==> config.mk <==
export PLATFORM = sky130hd
export DESIGN_NAME = avg_hold_accumulator
export DESIGN_NICKNAME = d
export VERILOG_FILES = /design/src/rtl/avg_hold_accumulator.sv
export SDC_FILE = /design/constraint.sdc
export NUM_CORES = 1
export LEC_CHECK = 0
export ABC_AREA = 0
export ABC_CLOCK_PERIOD_IN_PS = 2080
export CORE_MARGIN = 5
export CORE_UTILIZATION = 46
export DETAILED_ROUTE_END_ITERATION = 12
export PLACE_DENSITY = 0.77
export REMOVE_ABC_BUFFERS = 1
export SLEW_MARGIN = 20
export SYNTH_ARGS = -nofsm -noshare
export SYNTH_HDL_FRONTEND = slang
export SYNTH_SLANG_ARGS = --single-unit
==> constraint.sdc <==
create_clock -name clk -period 2.08 [get_ports clk]
set_input_delay 0.416 -clock clk [delete_from_list [all_inputs] [get_ports clk]]
set_output_delay 0.416 -clock clk [all_outputs]
set_load 0.01 [all_outputs]
==> src/rtl/avg_hold_accumulator.sv <==
// avg_hold_accumulator: measurement hold / averaging controller for a display path.
//
// Four-state FSM (Meas, Hold, Acq, Average). In Meas the display follows the ADC.
// In manual mode each hold press adds one sample to a running sum and freezes the
// display on it. In auto mode a press starts a burst that collects N = 2**LOG2_N
// valid samples. Once N samples are summed, the display shows their truncated mean.
// All outputs are registered.
//
// Ports:
//   clk            in   clock, rising edge
//   rst_n          in   asynchronous active-low reset
//   clear          in   synchronous abort/clear, highest priority
//   hold_tick      in   one-cycle hold-press pulse
//   release_tick   in   one-cycle release-press pulse
//   auto_mode      in   0 = manual (one sample per press), 1 = burst of N samples
//   meas_valid     in   meas_value carries a new conversion this cycle
//   meas_value     in   unsigned ADC sample, DATA_W bits
//   display_value  out  value for the display path, DATA_W bits
//   acumul_value   out  running sum, DATA_W+LOG2_N bits
//   sample_count   out  samples accumulated in the current group, LOG2_N bits
//   average_enable out  display_value is an average
//   LED_hold       out  high in Hold or Acq
//   LED_average    out  high in Average

module avg_hold_accumulator #(
    parameter int unsigned DATA_W = 12,
    parameter int unsigned LOG2_N = 2
) (
    input  logic                     clk,
    input  logic                     rst_n,
    input  logic                     clear,
    input  logic                     hold_tick,
    input  logic                     release_tick,
    input  logic                     auto_mode,
    input  logic                     meas_valid,
    input  logic [DATA_W-1:0]        meas_value,
    output logic [DATA_W-1:0]        display_value,
    output logic [DATA_W+LOG2_N-1:0] acumul_value,
    output logic [LOG2_N-1:0]        sample_count,
    output logic                     average_enable,
    output logic                     LED_hold,
    output logic                     LED_average
);

    // The sum is wide enough to hold N full-scale samples, so it never overflows.
    localparam int unsigned SUM_W = DATA_W + LOG2_N;

    typedef enum logic [1:0] {
        StMeas    = 2'd0,
        StHold    = 2'd1,
        StAcq     = 2'd2,
        StAverage = 2'd3
    } state_e;

    state_e              state_q, state_d;
    logic [DATA_W-1:0]   display_q, display_d;
    logic [SUM_W-1:0]    sum_q, sum_d;
    logic [LOG2_N-1:0]   count_q, count_d;
    logic                avg_en_q, avg_en_d;
    logic                led_hold_q, led_hold_d;
    logic                led_avg_q, led_avg_d;

    logic [SUM_W-1:0]    sum_add;
    logic [DATA_W-1:0]   avg_of_add;
    logic                last_sample;

    // Sum including the current sample. Its truncated mean is the upper DATA_W bits.
    assign sum_add     = sum_q + SUM_W'(meas_value);
    assign avg_of_add  = sum_add[SUM_W-1:LOG2_N];
    // The count is LOG2_N bits wide, so N-1 is all ones and the increment wraps to 0.
    assign last_sample = (count_q == '1);

    always_comb begin
        state_d    = state_q;
        display_d  = display_q;
        sum_d      = sum_q;
        count_d    = count_q;
        avg_en_d   = avg_en_q;
        led_hold_d = led_hold_q;
        led_avg_d  = led_avg_q;

        unique case (state_q)
            StMeas: begin
                if (hold_tick) begin
                    if (!auto_mode) begin
                        sum_d   = sum_add;
                        count_d = count_q + LOG2_N'(1);
                        if (last_sample) begin
                            state_d   = StAverage;
                            display_d = avg_of_add;
                            avg_en_d  = 1'b1;
                            led_avg_d = 1'b1;
                        end else begin
                            state_d    = StHold;
                            display_d  = meas_value;
                            led_hold_d = 1'b1;
                        end
                    end else begin
                        // A burst always starts from an empty group. Any partial
                        // manual sum is dropped. The display keeps its last value.
                        state_d    = StAcq;
                        sum_d      = '0;
                        count_d    = '0;
                        led_hold_d = 1'b1;
                    end
                end else if (meas_valid) begin
                    display_d = meas_value;
                end
            end

            StHold: begin
                // The partial group is kept so that later presses continue it.
                if (release_tick) begin
                    state_d    = StMeas;
                    led_hold_d = 1'b0;
                end
            end

            StAcq: begin
                // An abort wins over a sample that arrives in the same cycle.
                if (release_tick) begin
                    state_d    = StMeas;
                    sum_d      = '0;
                    count_d    = '0;
                    led_hold_d = 1'b0;
                end else if (meas_valid) begin
                    sum_d   = sum_add;
                    count_d = count_q + LOG2_N'(1);
                    if (last_sample) begin
                        state_d    = StAverage;
                        display_d  = avg_of_add;
                        avg_en_d   = 1'b1;
                        led_avg_d  = 1'b1;
                        led_hold_d = 1'b0;
                    end
                end
            end

            StAverage: begin
                if (release_tick) begin
                    state_d   = StMeas;
                    sum_d     = '0;
                    count_d   = '0;
                    avg_en_d  = 1'b0;
                    led_avg_d = 1'b0;
                end
            end

            default: begin
                state_d = StMeas;
            end
        endcase

        if (clear) begin
            state_d    = StMeas;
            display_d  = '0;
            sum_d      = '0;
            count_d    = '0;
            avg_en_d   = 1'b0;
            led_hold_d = 1'b0;
            led_avg_d  = 1'b0;
        end
    end

    always_ff @(posedge clk or negedge rst_n) begin
        if (!rst_n) begin
            state_q    <= StMeas;
            display_q  <= '0;
            sum_q      <= '0;
            count_q    <= '0;
            avg_en_q   <= 1'b0;
            led_hold_q <= 1'b0;
            led_avg_q  <= 1'b0;
        end else begin
            state_q    <= state_d;
            display_q  <= display_d;
            sum_q      <= sum_d;
            count_q    <= count_d;
            avg_en_q   <= avg_en_d;
            led_hold_q <= led_hold_d;
            led_avg_q  <= led_avg_d;
        end
    end

    assign display_value  = display_q;
    assign acumul_value   = sum_q;
    assign sample_count   = count_q;
    assign average_enable = avg_en_q;
    assign LED_hold       = led_hold_q;
    assign LED_average    = led_avg_q;

endmodule

==> impl_results.md, run 1 <==
- Last weighted congestion value of the routability-driven placer: 0.918
- Horiz. Die Dim: 79.7 um
- Design Area, Final: 3730 um2
- Global route overflow: 0
- Top FF cell, synth: dfrtp_1
- Final hold vios: 0
- Max cap viols: 0
- First-pass GRT wire length: 12,300 um
- # fillers: 293
- Fmax: between 400 and 500 MHz
- Layout area overhead: 66.9%
- Largest net degree at the start of global routing: 34
- Vias/cell: 5.94
- Worst r2r src: acumul_value[0]
- Worst setup SP type: input pin
- Root Driver: clkbuf_8
- Die height: between 70 and 80 um
- Total Routing Usage GR: 0.247
- Cells after Synth: 233
- Asr flop ratio synth: 1.00
- Reg2Reg Depth: 9
- Unique masters post-synth: 48
- Share of cells above drive strength 1: 0.367
- N_diodes: 0
- Failing checks: setup timing
- Post-synthesis sequential area ratio: 0.369
- Clk_lat worst skew: 0.29 ns
- Yosys warns: 0
- Kind of critical path: in2reg
- Area after DPL: 3300 um2
- Post-DP HPWL: just over 5000 um
- Drt pass-1 iters: 7
- Top Ports: 50
- Site Rows: 25
- Tightest Pin Transition: approximately 0.44 ns
- Status: complete, but fails checks
- Critical Path Sink Type: flop
- CTS HTree Levels: 2
- Number of antenna violations at the first check in global routing: 0
- Hold endpoint: LED_average
- Worst path cell trace: dlygate4sd2_1 > ha_4 > a21o_1 > a221o_1 > a21o_1 > o21ai_4 > a2111oi_2 > or3b_1
- Hold Path Class: reg2reg
- RSZ-0062 raised after global routing: true
- Delay of the slowest critical-path stage: 0.35 ns
- Final ANT Viol Nets: 0
- Final Max Slew Viols: 0
- Worst path buffer plus inverter count: 1
- CTS sink cnt: 33
- Fin nets: 401
- Die ar.: about 6400 um2
- Crit Path Max Fanout: 2
- Pwr dens: 1140 nW/um2
- VDD IR max: 0.745 mV
- Final worst slack: -0.138 ns
- Inst Count DP: 411
- Crit share post-route: 1.07
- Post-layout instance count excluding filler cells: ~430
- Post-synth EDFFs: 0
- # DRC: 0
- #FFs+latches synth: 33
- Syn Area/Cell: 9.60 um2
- Clock Pin Slew Worst Setup and Hold Paths: 0.07 ns
- Drt total wl: between 8000 and 9000 um
- Max-slew headroom: 0.705
- Most Frequent Cell on Critical Path: a21o_1
- Effective utilization at floorplan: 0.473
- Final number of setup-violating endpoints: 10
- Fin crit period: 2.22 ns
- Critical path required time: about 2.3 ns
- Slowest CP cell: a221o_1
- Core Area: between 4000 and 5000 um2
- WL/cell: 19.1 um
- Crit. Startpoint: meas_value[6]
- CTS Buf Count: 5
- Setup Skew: 0.00560 ns
- Max Buffers Root-to-Sink: 2
- Hold Path Origin: LED_average
- IO buf count: 49
- 1st-iter DRT viols: between 200 and 300
- Total number of vias: about 2,600
- CTS tree: built
- Worst path arrival time: 2.39 ns
- Number of global-route vias before repair: approximately 2,500
- R2R Setup Slk: -0.14 ns
- Worst reg2reg path endpoint: display_value[8]
- Hold Path Depth: 1
- Lkg Pwr: 1.75 nW
- Worst path top cell family by delay: compound AO/OA/AOI/OAI gates
- Mapped cell area: 2240 um2
## placed cells by master, fill, tap and decap left out, types with 4 or more instances in the layout
master,instances
o31ai_1,4
xnor2_2,4
nor4b_1,5
inv_1,8
a21o_1,9
ha_2,4
clkdlybuf4s50_1,38
inv_2,4
a221o_1,6
buf_4,81
o21ai_0,10
dfrtp_1,33
ha_1,6
a22o_1,15
ha_4,7
a21oi_1,11
nor2_1,8
nand2_1,21
clkbuf_8,5
o21a_1,4
dlygate4sd2_1,8
nand2b_1,5
## worst max path at each step
stage	depth (start not counted)	slack [ns]	end
after floorplan	7	-0.58	display_value[7]
after global placement	10	-0.66	display_value[8]
after detailed placement	10	-0.72	display_value[8]
after CTS	9	-0.12	display_value[8]
after global routing	10	-0.23	display_value[6]
final	8	-0.14	acumul_value[13]
## repair_timing
| action | CTS | global route |
|---|---|---|
| setup endpoints to repair | 21 | 23 |
| hold buffers | 0 | 0 |
| buffers inserted | 6 | 6 |
| cloned | 0 | 1 |
| resized for setup | 36 | 29 |
| pin swaps | 22 | 20 |
## routing by layer
metal / part of all wire / global-route usage / vias up / routed length (um)
met5: 0 / 0 / - / 0
met2: 0.49 / 0.436 / 155 / 4010
met4: 0.036 / 0.0739 / 0 / 300
li1: - / - / 1142 / -
met1: 0.39 / 0.303 / 1229 / 3260
met3: 0.083 / 0.0485 / 42 / 689
## Yosys cell counts, types with 2 or more instances
cell type | instances | share of area
buf_6 | 2 | 0.010
o21a_1 | 4 | 0.013
nor3_1 | 3 | 0.0067
or3_1 | 3 | 0.0084
a21oi_1 | 15 | 0.034
nor2_1 | 10 | 0.017
nor2b_1 | 3 | 0.0084
clkbuf_1 | 6 | 0.010
nor4b_1 | 6 | 0.024
a22o_1 | 15 | 0.059
nand2b_1 | 5 | 0.014
xnor2_1 | 7 | 0.027
a21o_1 | 9 | 0.030
a211oi_1 | 4 | 0.013
o21ai_0 | 13 | 0.029
xor2_1 | 3 | 0.012
inv_1 | 12 | 0.020
nor4_1 | 2 | 0.0056
nand4_1 | 2 | 0.0056
o31a_1 | 2 | 0.0078
o32ai_1 | 2 | 0.0078
nand2_1 | 22 | 0.037
o31ai_1 | 4 | 0.013
and3_1 | 2 | 0.0056
dfrtp_1 | 33 | 0.37
ha_1 | 17 | 0.095
a221o_1 | 6 | 0.027
## report_power, final
part / switching [mW] / internal, mW
clock: 0.250 / 0.238
sequential: 0.177 / 0.830
combinational: 1.28 / 1.46
total: 1.70 / 2.53
## sequential cells by signal, summed over array words and instances (netlist names)
register and count:
LED_hold 1, sample_count 2, acumul_value 14, display_value 12, state_q 2, LED_average 1, average_enable 1
## final cells by class
type / instances / area, um2 / area share
Multi-Input combinational cell: 178 / 1570 / 0.420
Timing Repair Buffer: 134 / 1130 / 0.303
Sequential cell: 33 / 826 / 0.221
Tap cell: 67 / 83.8 / 0.0225
Clock buffer: 8 / 80.1 / 0.0215
Inverter: 12 / 45.0 / 0.0121
## cell families (layout without fill, tap and decap cells)
group	after synthesis	count (layout)	synth area share
and+or+nand+nor	62	62	0.148
buffers and inverters	22	154	0.0459
adders and majority gates	18	18	0.104
DFF	33	33	0.369
muxes	2	2	0.00951
AOI/OAI and AO/OA	86	86	0.284
xor gates and xnor gates	10	10	0.0392
## worst reg2reg max path, delay by kind of cell, from the launching register on
| family | cells | cell delay (ns) |
|---|---|---|
| xor gates and xnor gates | 1 | 0.14 |
| adders and majority gates | 2 | 0.55 |
| AOI/OAI and AO/OA | 3 | 0.67 |
| buffers and inverters | 1 | 0.04 |
| DFF | 1 | 0.37 |
| and+or+nand+nor | 2 | 0.35 |
## metrics by stage
stage	util	power [mW]	worst slack (ns)	hold WS (ns)	TNS, ns
6_report	0.790	4.24	-0.138	0.492	-0.756
5_1_grt	0.790	4.46	-0.231	0.531	-1.52
4_1_cts	0.754	3.91	-0.117	0.495	-0.366
3_5_place_dp	0.698	3.22	-0.718	0.480	-11.77
3_3_place_gp	0.698	3.17	-0.662	0.475	-10.90
2_1_floorplan	-	2.03	-0.578	0.120	-8.08
Note: power is estimated with default switching activity, not from simulation.
==> run 2: changes to the inputs <==
Settings changed: SKIP_CTS_REPAIR_TIMING from default to 1.
==> run 2 against run 1 <==
  * Flip-flop and latch count unchanged
  * Clock skew up 0.0030 ns
  * First-iteration DRC count down 32%
  * Sequential share of layout area down 0.36 points
  * Cell count down 0.93%
  * Die area unchanged
  * The run still ends with setup timing left
==> impl_results.md, run 2 (synthesized netlist as in run 1, its figures left out) <==
- Status: complete, but fails checks (unchanged)
- Failing checks: setup timing (unchanged)
- Total number of vias: 2,577 (was 2,568)
- IO buf count: 49 (unchanged)
- Horiz. Die Dim: 79.7 um (unchanged)
- RSZ-0062 raised after global routing: true (unchanged)
- Flop pwr share: 0.235 (was 0.238)
- Site Rows: 25 (unchanged)
- Max reg flops: 14 (unchanged)
- First-pass GRT wire length: 11,500 um (was 12,300 um)
- Lkg Pwr: 1.81 nW (was 1.75 nW)
- Number of global-route vias before repair: 2,454 (was 2,535)
- Effective utilization at floorplan: 0.473 (unchanged)
- Kind of critical path: reg2reg (was in2reg)
- DP Worst Slack: -0.718 ns (unchanged)
- Crit share post-route: 1.12 (was 1.07)
- CTS sink cnt: 33 (unchanged)
- Clock Pin Slew Worst Setup and Hold Paths: 0.08 ns (was 0.07 ns)
- Setup Skew: 0.00855 ns (was 0.00560 ns)
- Clk_lat worst skew: 0.29 ns (about the same)
- Fin crit period: 2.33 ns (was 2.22 ns)
- VDD IR max: 0.707 mV (was 0.745 mV)
- N_diodes: 0 (unchanged)
- Combinational fraction of design power: 0.650 (was 0.647)
- Drt total wl: 8270 um (was 8260 um)
- Layout area overhead: 69.6% (was 66.9%)
- Max cap viols: 0 (unchanged)
- Switching Power: 1.71 mW (was 1.70 mW)
- Most frequent cells in the layout: 74 x buf_4, 39 x clkdlybuf4s50_1, 33 x dfrtp_1, 21 x nand2_1, 15 x a22o_1 (was 81 x buf_4, 38 x clkdlybuf4s50_1, 33 x dfrtp_1, 21 x nand2_1, 15 x a22o_1)
- Max-slew headroom: 0.708 (was 0.705)
- Fin nets: 397 (was 401)
- Final worst slack: -0.246 ns (was -0.138 ns)
- Die ar.: 6360 um2 (unchanged)
- Crit Path Max Fanout: 3 (was 2)
- CTS HTree Levels: 2 (unchanged)
- Tightest Pin Transition: 0.438 ns (was 0.442 ns)
- Pwr dens: 1120 nW/um2 (was 1140 nW/um2)
- Die height: 79.7 um (unchanged)
- WL/cell: 19.3 um (was 19.1 um)
- CTS Buf Count: 5 (unchanged)
- Largest net degree at the start of global routing: 34 (unchanged)
- Post-DP HPWL: 5160 um (unchanged)
- Final hold vios: 0 (unchanged)
- Final Max Slew Viols: 0 (unchanged)
- Hold Path Class: reg2reg (unchanged)
- 1st-iter DRT viols: 184 (was 270)
- Final number of setup-violating endpoints: 12 (was 10)
- Core Area: 4720 um2 (unchanged)
- Max Buffers Root-to-Sink: 2 (unchanged)
- Root Driver: clkbuf_8 (unchanged)
- Pint: 2.54 mW (was 2.53 mW)
- Design Area, Final: 3790 um2 (was 3730 um2)
- Fmax: 430 MHz (was 451 MHz)
- Worst path arrival time: 2.52 ns (was 2.39 ns)
- # DRC: 0 (unchanged)
- Vias/cell: 6.02 (was 5.94)
- Clock Power Share: 0.115 (about the same)
- Number of antenna violations at the first check in global routing: 0 (unchanged)
- Total Routing Usage GR: 0.229 (was 0.247)
- Critical Path Sink Type: flop (unchanged)
- Last weighted congestion value of the routability-driven placer: 0.918 (unchanged)
- Drt pass-1 iters: 5 (was 7)
- Switching part of the total power: 0.403 (was 0.402)
- TNS Setup: -1.29 ns (was -0.756 ns)
- Area after DPL: 3300 um2 (unchanged)
- Final core utilization: 0.803 (was 0.790)
- Share of cells above drive strength 1: 0.366 (was 0.367)
- Global route overflow: 0 (unchanged)
- CTS tree: built (unchanged)
- WHS: 0.493 ns (was 0.492 ns)
- Worst setup SP type: flop (was input pin)
- Top Ports: 50 (unchanged)
- Final ANT Viol Nets: 0 (unchanged)
- Commonest non-fill, non-tap cell in the layout: buf_4 (unchanged)
- Critical path required time: 2.28 ns (was 2.25 ns)
## run 2: layout make-up
cell class,count,area [um2]
Multi-Input combinational cell,178,1600
Inverter,12,45.0
Sequential cell,33,826
Clock buffer,8,80.1
Fill cell,277,931
Timing Repair Buffer,130,1160
Tap cell,67,83.8
## run 2: worst max-delay path, cell delays in order, from the launching register on
cell      delay [ns]
dfrtp_1         0.40
ha_2            0.21
inv_2           0.06
fa_2            0.21
nor2b_2         0.05
o31a_1          0.33
buf_6           0.15
o41ai_4         0.31
xnor2_1         0.18
nand2_1         0.10
a221oi_2        0.22
## run 2: path summary, 6_finish.rpt
path | to | startpoint | slack [ns] | cells past startpoint
worst max-delay path | display_value[6] | acumul_value[0] | -0.25 | 10
worst min-delay path | LED_average | LED_average | 0.49 | 1
worst max register to register | display_value[6] | acumul_value[0] | -0.25 | 10
worst min register to register | LED_average | LED_average | 0.49 | 1
max in group asynchronous | acumul_value[11] | rst_n | 1.22 | 2
min in group asynchronous | average_enable | rst_n | 0.52 | 2
## run 2: per-stage QoR
stage	cells	total power, mW
after detailed placement	411	3.22
after global routing	428	4.48
after CTS	419	3.72
after floorplan	223	2.03
after global placement	411	3.17
final	428	4.25
## run 2: per-layer routing
layer / vias up / part of all wire / track usage
met2: 159 / 0.49 / 0.393
met4: 0 / 0.030 / 0.0670
met5: - / 0 / 0
li1: 1131 / - / -
met3: 34 / 0.074 / 0.0497
met1: 1253 / 0.41 / 0.288
## run 2: power by group through the flow
stage / logic (mW) / registers, mW / clock network [mW]
finish: 2.76 / 1.00 / 0.487
global route: 2.94 / 1.02 / 0.524
CTS: 2.27 / 0.974 / 0.483
detailed placement: 2.24 / 0.982 / 0
global placement: 2.19 / 0.978 / 0
floorplan: 0.975 / 1.05 / 0
==> run 3: changes to the inputs <==
Settings changed: SLEW_MARGIN 20 to default, TNS_END_PERCENT from default to 100.
==> results of run 3 <==
No change in the layout: final DEF, timing and power equal those of run 2.
